`src/rtl/sdram_wr_burst_pkg.sv`:
```
// Shared definitions for the SDRAM write-burst collector. The state encoding
// and the default burst geometry are also used by the ftdi front end.
package sdram_wr_burst_pkg;

    typedef enum logic [1:0] {
        ST_IDLE    = 2'd0,
        ST_COLLECT = 2'd1,
        ST_REQ     = 2'd2,
        ST_XFER    = 2'd3
    } wr_state_e;

    localparam int WRB_BURST_LEN     = 8;
    localparam int WRB_FLUSH_TIMEOUT = 64;

    // Index width for an n-entry buffer, never narrower than one bit.
    function automatic int wrb_idx_width(input int n);
        return (n > 1) ? $clog2(n) : 1;
    endfunction

endpackage

```
`src/rtl/sdram_wr_burst_buf.sv`:
```
// Burst word store: BURST_LEN x DW register file, one write port and one
// combinational read port. Contents are deliberately not reset; the owner
// tracks validity with its word count.
module wr_burst_buf
    import sdram_wr_burst_pkg::*;
#(
    parameter int DW        = 16,
    parameter int BURST_LEN = WRB_BURST_LEN,
    parameter int IW        = wrb_idx_width(BURST_LEN)
) (
    input  logic          mem_clk,
    input  logic          we_i,
    input  logic [IW-1:0] waddr_i,
    input  logic [DW-1:0] wdata_i,
    input  logic [IW-1:0] raddr_i,
    output logic [DW-1:0] rdata_o
);

    logic [DW-1:0] mem_q [BURST_LEN];

    // Storage write: one word per capture cycle.
    always_ff @(posedge mem_clk) begin
        if (we_i) begin
            mem_q[waddr_i] <= wdata_i;
        end
    end

    // Asynchronous read of the addressed word.
    always_comb begin
        rdata_o = mem_q[raddr_i];
    end

endmodule

```
`src/rtl/sdram_wr_burst.sv`:
```
// SDRAM write-burst collector. Accepts single-word writes from upstream,
// gathers address-contiguous words into a buffer and hands them to the SDRAM
// controller as one burst. A burst is launched when the buffer is full, when
// a non-contiguous write arrives, or after an idle timeout.
module sdram_wr_burst
    import sdram_wr_burst_pkg::*;
#(
    parameter int AW            = 25,
    parameter int DW            = 16,
    parameter int BURST_LEN     = WRB_BURST_LEN,
    parameter int FLUSH_TIMEOUT = WRB_FLUSH_TIMEOUT
) (
    input  logic                         mem_clk,
    input  logic                         ft_reset,
    input  logic                         mem_wr_req,
    input  logic [AW-1:0]                mem_wr_addr,
    input  logic [DW-1:0]                mem_wr_data,
    output logic                         mem_ack,
    output logic                         mem_data_next,
    output logic                         mem_idle,
    output logic                         sd_req,
    output logic [AW-1:0]                sd_addr,
    output logic [$clog2(BURST_LEN):0]   sd_len,
    input  logic                         sd_gnt,
    input  logic                         sd_wdata_next,
    output logic [DW-1:0]                sd_wdata
);

    localparam int LW = $clog2(BURST_LEN) + 1;
    localparam int IW = wrb_idx_width(BURST_LEN);
    localparam int TW = $clog2(FLUSH_TIMEOUT + 1);

    wr_state_e     state_q, state_d;
    logic [LW-1:0] count_q, count_d;
    logic [IW-1:0] idx_q, idx_d;
    logic [TW-1:0] to_q, to_d;
    logic [AW-1:0] base_q, base_d;

    logic          ack_q, ack_d;
    logic          dn_q, dn_d;
    logic          sd_req_q, sd_req_d;
    logic [AW-1:0] sd_addr_q, sd_addr_d;
    logic [LW-1:0] sd_len_q, sd_len_d;
    logic [DW-1:0] sd_wdata_q, sd_wdata_d;
    logic          idle_q, idle_d;

    logic          contig_s;
    logic          can_take_s;
    logic          flush_s;
    logic          last_s;
    logic [DW-1:0] buf_rdata_s;

    // Word buffer; written in the data-capture cycle, read at the index the
    // burst will present next so sd_wdata can be registered.
    wr_burst_buf #(
        .DW        (DW),
        .BURST_LEN (BURST_LEN),
        .IW        (IW)
    ) u_buf (
        .mem_clk (mem_clk),
        .we_i    (dn_q),
        .waddr_i (count_q[IW-1:0]),
        .wdata_i (mem_wr_data),
        .raddr_i (idx_d),
        .rdata_o (buf_rdata_s)
    );

    // Accept / flush decisions. Address arithmetic wraps modulo 2^AW, so a
    // burst may straddle the top of the address space. No flush is taken
    // while an accepted word is still in flight.
    always_comb begin
        contig_s   = (mem_wr_addr == (base_q + AW'(count_q)));
        can_take_s = mem_wr_req
                     && ((state_q == ST_IDLE) || (state_q == ST_COLLECT))
                     && !ack_q && !dn_q
                     && (count_q < LW'(BURST_LEN))
                     && ((count_q == {LW{1'b0}}) || contig_s);
        if (state_q == ST_COLLECT) begin
            flush_s = (count_q == LW'(BURST_LEN))
                      || (!ack_q && !dn_q && (count_q != {LW{1'b0}})
                          && ((mem_wr_req && !contig_s)
                              || (to_q == TW'(FLUSH_TIMEOUT))));
        end else begin
            flush_s = 1'b0;
        end
        last_s = (state_q == ST_XFER) && sd_wdata_next
                 && (LW'(idx_q) == (sd_len_q - LW'(1'b1)));
    end

    // FSM state register.
    always_ff @(posedge mem_clk or posedge ft_reset) begin
        if (ft_reset) begin
            state_q <= ST_IDLE;
        end else begin
            state_q <= state_d;
        end
    end

    // FSM next-state logic.
    always_comb begin
        state_d = state_q;
        case (state_q)
            ST_IDLE: begin
                if (dn_q) state_d = ST_COLLECT;
                else      state_d = ST_IDLE;
            end
            ST_COLLECT: begin
                if (flush_s) state_d = ST_REQ;
                else         state_d = ST_COLLECT;
            end
            ST_REQ: begin
                if (sd_gnt) state_d = ST_XFER;
                else        state_d = ST_REQ;
            end
            ST_XFER: begin
                if (last_s) state_d = ST_IDLE;
                else        state_d = ST_XFER;
            end
            default: state_d = ST_IDLE;
        endcase
    end

    // Datapath next values: base address, word count, burst index, timeout.
    always_comb begin
        base_d  = base_q;
        count_d = count_q;
        idx_d   = {IW{1'b0}};
        to_d    = {TW{1'b0}};

        if (ack_q && (count_q == {LW{1'b0}})) begin
            base_d = mem_wr_addr;
        end else begin
            base_d = base_q;
        end

        if (last_s) begin
            count_d = {LW{1'b0}};
        end else if (dn_q) begin
            count_d = count_q + LW'(1'b1);
        end else begin
            count_d = count_q;
        end

        if (state_q == ST_XFER) begin
            if (last_s) begin
                idx_d = {IW{1'b0}};
            end else if (sd_wdata_next) begin
                idx_d = idx_q + IW'(1'b1);
            end else begin
                idx_d = idx_q;
            end
        end else begin
            idx_d = {IW{1'b0}};
        end

        if (state_q == ST_COLLECT) begin
            if (dn_q) begin
                to_d = {TW{1'b0}};
            end else if (to_q != TW'(FLUSH_TIMEOUT)) begin
                to_d = to_q + TW'(1'b1);
            end else begin
                to_d = to_q;
            end
        end else begin
            to_d = {TW{1'b0}};
        end
    end

    // FSM output logic: next values of every registered output.
    always_comb begin
        ack_d      = can_take_s && !flush_s;
        dn_d       = ack_q;
        sd_req_d   = (state_d == ST_REQ);
        sd_addr_d  = sd_addr_q;
        sd_len_d   = sd_len_q;
        sd_wdata_d = {DW{1'b0}};

        if ((state_q != ST_REQ) && (state_d == ST_REQ)) begin
            sd_addr_d = base_q;
            sd_len_d  = count_q;
        end else begin
            sd_addr_d = sd_addr_q;
            sd_len_d  = sd_len_q;
        end

        if (state_d == ST_XFER) begin
            sd_wdata_d = buf_rdata_s;
        end else begin
            sd_wdata_d = {DW{1'b0}};
        end

        idle_d = (state_d == ST_IDLE) && (count_d == {LW{1'b0}}) && !dn_d;
    end

    // Datapath and output registers.
    always_ff @(posedge mem_clk or posedge ft_reset) begin
        if (ft_reset) begin
            count_q    <= {LW{1'b0}};
            idx_q      <= {IW{1'b0}};
            to_q       <= {TW{1'b0}};
            base_q     <= {AW{1'b0}};
            ack_q      <= 1'b0;
            dn_q       <= 1'b0;
            sd_req_q   <= 1'b0;
            sd_addr_q  <= {AW{1'b0}};
            sd_len_q   <= {LW{1'b0}};
            sd_wdata_q <= {DW{1'b0}};
            idle_q     <= 1'b1;
        end else begin
            count_q    <= count_d;
            idx_q      <= idx_d;
            to_q       <= to_d;
            base_q     <= base_d;
            ack_q      <= ack_d;
            dn_q       <= dn_d;
            sd_req_q   <= sd_req_d;
            sd_addr_q  <= sd_addr_d;
            sd_len_q   <= sd_len_d;
            sd_wdata_q <= sd_wdata_d;
            idle_q     <= idle_d;
        end
    end

    assign mem_ack       = ack_q;
    assign mem_data_next = dn_q;
    assign mem_idle      = idle_q;
    assign sd_req        = sd_req_q;
    assign sd_addr       = sd_addr_q;
    assign sd_len        = sd_len_q;
    assign sd_wdata      = sd_wdata_q;

endmodule
```
`config.mk`:
```
export PLATFORM = sky130hd
export DESIGN_NAME = sdram_wr_burst
export DESIGN_NICKNAME = d
export VERILOG_FILES = /design/src/rtl/sdram_wr_burst_pkg.sv /design/src/rtl/sdram_wr_burst_buf.sv /design/src/rtl/sdram_wr_burst.sv
export SDC_FILE = /design/constraint.sdc
export NUM_CORES = 1
export LEC_CHECK = 0
export BUFFER_PORTS_ARGS = -buffer_cell sky130_fd_sc_hd__clkbuf_2
export CORE_MARGIN = 5
export CORE_UTILIZATION = 58
export DETAILED_ROUTE_END_ITERATION = 10
export GPL_TIMING_DRIVEN = 0
export PLACE_DENSITY_LB_ADDON = 0.15
export SYNTH_ARGS = -nofsm -noshare
export SYNTH_HDL_FRONTEND = slang
export SYNTH_HIERARCHICAL = 1
export SYNTH_SLANG_ARGS = --single-unit
```
`constraint.sdc`:
```
create_clock -name mem_clk -period 9.2 [get_ports mem_clk]
set_input_delay 0.46 -clock mem_clk [delete_from_list [all_inputs] [get_ports mem_clk]]
set_output_delay 0.46 -clock mem_clk [all_outputs]
set_load 0.005 [all_outputs]
```
==> results.md <==
* Status: complete, no violations
* Most area-consuming cells after synthesis: edfxtp_1 (40%), dfrtp_1 (23%), mux4_1 (7.6%)
* Starting DRT DRC Count at approximately 400
* Routability cong. at approximately 0.87
* # DRC at 0
* CP Cell Sequence: ha_1 > fa_1 > nand3_2 > a2111oi_1 > o21ai_0 > o211ai_1 > a22oi_1 > a21oi_1 > nand4_1 > nand2_2 > buf_6 > mux2_1
* Leak Pwr at around 4.6 nW
* Syn_nets at slightly below 700
* Post-DR vias/cell at 5.76
* Antenna viol nets, final at 0
* Worst EP required at 9.58 ns
* WP data arrival at slightly above 4 ns
* Crit-path max FO at 10
* Worst setup SP type: register
* Slew Limit Headroom at 38.6%
* Worst hold path type: primary input to register
* Final net count at between 800 and 900
* Yosys reg bits at ~220
* Die H at 139 um
* RSZ-0062 raised after global routing: no
* Die area at 19400 um^2
* Clock edge transition at the registers on the reported setup and hold paths at ~0.06 ns
* Worst path max stage delay at 0.69 ns
* Final wirelength at just over 20000 um
* Final worst clock skew at roughly 0.018 ns
* Power Dens Cells at between 200 and 300 nW/um^2
* Post-CTS Resized at 0
* I/O Buffers at between 90 and 100
* Slowest CP cell: a2111oi_1
* Layout cell share with drive strength beyond 1 at just under 30%
* GRT overflow at 0
* Top Ports at 95
* Routed WL per cell at 20.4 um
* Vias in the first global route at 5963
* Starting Density at 58.8%
* Core area at approximately 16000 um^2
* Post-Syn Instances at ~630
* Place WS at about 5.5 ns
* Yosys top cell area share at approximately 40%
* Reg2Reg Launch Point: count_q[0]$_DFF_PP0_
* CP Capture Type: register
* Gr usage total at a little over a fifth
* Cell area after synthesis at between 9000 and 10000 um^2
* DR pass1 iterations at 5
* Area grow syn2layout at 17.6%
* Post-DP HPWL at approximately 14000 um
* Fillers at between 1000 and 1500
* Setup TNS at 0 ns
* Clk Tree Root Cell: clkbuf_16
* Clk Latency, worst-skew pair at 0.50 ns
* Post-route minimum period at about 3.7 ns
* Die Width at roughly 140 um
* First-pass GRT wire length at 32700 um
* Ys async rst share at around two fifths
* Final setup violation count at 0
* Vias at 5709
* Pin count of the biggest net entering global routing at between 60 and 70
* Netlist cell types at 67
* Share of the clock period used by the worst path at approximately two fifths
* CTS H-tree lvls at 1
* Yosys warns at 6
* Multi-input logic area at approximately 3400 um^2
* Hold WS at about 0.17 ns
* TritonCTS buffer count at 23
* Setup CP Type: register to register
* Initial antenna violation count at 0
* Top FF cell, synth: edfxtp_1
* Maximum clock frequency at 0.273 GHz
* Worst setup startpoint: count_q[0]$_DFF_PP0_
* Final worst slack at approximately 5.5 ns
* Clk sink count at about 220
* Least-Margin Pin Slew at approximately 0.9 ns
* Hold wc startpoint: sd_gnt
* Clock Path Buffers at 3
* Hold Vio Cnt, Final at 0
* EDFF count, synth at 128
* Syn_area_per_cell at ~15 um^2
* TritonCTS clock tree: yes
* Register area at between 6000 and 7000 um^2
* Max-slew violations at 0
* Number of inserted diodes at 0
* Site row count at between 40 and 50
* Yosys top cell by area: edfxtp_1
* Sequential area share after synthesis at between 60% and 70%
* VDD IR max at around 0.2 mV
* Total of max-cap violations at 0
stage by stage:
step | util (%) | instance area, um^2 | instances | power [W]
6_report | 69.2 | 11400 | 992 | 0.00292
3_3_place_gp | 63.4 | 10400 | 940 | 0.00199
5_1_grt | 69.2 | 11400 | 992 | 0.00308
2_1_floorplan | - | 9690 | 626 | 0.00177
4_1_cts | 69.2 | 11400 | 992 | 0.00295
3_5_place_dp | 64.5 | 10600 | 950 | 0.00202
state kept, by name, indices dropped and copies added, names as in the netlist:
register and flops:
mem_data_next 1, to_q 7, count_q 4, sd_req 1, sd_wdata 16, sd_len 4, state_q 2, u_buf/mem_q 128
mem_idle 1, idx_q 3, mem_ack 1, base_q 25, sd_addr 25
critical path: cells and delay by family (launching register included):
family,cells,cell delay (ns)
fa+ha+maj,2,0.54
compound gates,5,1.36
mux,1,0.35
simple gates,3,0.46
flops,1,0.58
buf+inv,1,0.22
layout make-up:
type	count	share of cell area [%]
timing repair buffer	105	5.55
inverter	15	0.516
buffer	27	1.43
multi-input combinational	366	29.8
sequential	218	53.5
clock inverter	17	1.55
clock buffer	24	5.17
tap	220	2.42
report_power, final:
| part | switching (W) | total (W) | internal (W) |
|---|---|---|---|
| sequential | 0.0000815 | 0.00122 | 0.00114 |
| clock | 0.000369 | 0.000921 | 0.000552 |
| combinational | 0.000387 | 0.000778 | 0.000392 |
| total | 0.000837 | 0.00292 | 0.00209 |
cells by family after synthesis:
group | share of synthesized area (%)
buffers and inverters | 2.26
adder cells (fa/ha/maj) | 1.50
XOR/XNOR | 3.53
multiplexers | 17.5
AND/OR/NAND/NOR | 9.04
AO/OA/AOI/OAI | 3.27
flip-flops | 62.9
per-layer routing:
layer	GRT usage, %	part of all wire [%]	vias to the layer above
li1	-	-	2634
met1	26.7	40	2875
met2	38.3	53	163
met3	3.98	5.1	37
met4	5.41	2.2	0
met5	0	0	-
repair_timing:
action	CTS	global route
hold endpoints to repair	30	0
setup buffers	0	0
hold buffers	1	0
placed cells by master (no fill, tap or decap), types with 8 or more instances in the layout:
cell type | netlist | final
a21oi_1 | 9 | 9
and2_1 | 16 | 16
buf_6 | 7 | 10
clkbuf_1 | 8 | 8
clkbuf_16 | 0 | 23
clkbuf_2 | 1 | 95
dfrtp_1 | 89 | 89
edfxtp_1 | 128 | 128
ha_1 | 10 | 10
inv_1 | 15 | 14
mux2_1 | 24 | 24
mux2_2 | 45 | 45
mux2i_1 | 9 | 9
mux4_1 | 28 | 28
nand2_1 | 24 | 24
nand3_1 | 12 | 12
nor2_1 | 51 | 45
nor3_1 | 12 | 10
xnor2_1 | 25 | 25
xor2_1 | 14 | 14
cell usage after synthesis (2+ instances only):
| master | n |
|---|---|
| buf_1 | 5 |
| or3_1 | 2 |
| xnor2_1 | 25 |
| o211ai_1 | 3 |
| clkbuf_1 | 8 |
| and2_1 | 16 |
| xor2_1 | 14 |
| o21ai_0 | 7 |
| and3_1 | 2 |
| nor4_1 | 6 |
| a31oi_1 | 5 |
| nor2b_1 | 3 |
| or4_1 | 3 |
| nand3_2 | 2 |
| mux2i_1 | 9 |
| ha_1 | 10 |
| nor3_1 | 12 |
| and4b_1 | 2 |
| nand2_1 | 24 |
| nor2_1 | 51 |
| mux4_1 | 28 |
| mux4_2 | 4 |
| a211o_1 | 2 |
| nand3_1 | 12 |
| inv_1 | 15 |
| edfxtp_1 | 128 |
| a21oi_1 | 9 |
| buf_6 | 7 |
| mux2_1 | 24 |
| buf_2 | 6 |
| nand2b_1 | 6 |
| mux2_2 | 45 |
| dfrtp_1 | 89 |
| nand4_1 | 7 |
| nor3b_1 | 3 |
worst paths after layout:
| check | to | cells past startpoint | slack (ns) |
|---|---|---|---|
| worst max-delay path | sd_len[3]$_DFFE_PP0P_ | 12 | 5.54 |
| worst min-delay path | sd_req$_DFF_PP0_ | 2 | 0.17 |
| worst max register to register | sd_len[3]$_DFFE_PP0P_ | 12 | 5.54 |
| worst min register to register | sd_addr[12]$_DFFE_PP0P_ | 1 | 0.49 |
| max in group asynchronous | mem_idle$_DFF_PP1_ | 4 | 8.04 |
| min in group asynchronous | sd_addr[23]$_DFFE_PP0P_ | 3 | 0.49 |
Note: power is estimated with default switching activity, not from simulation.
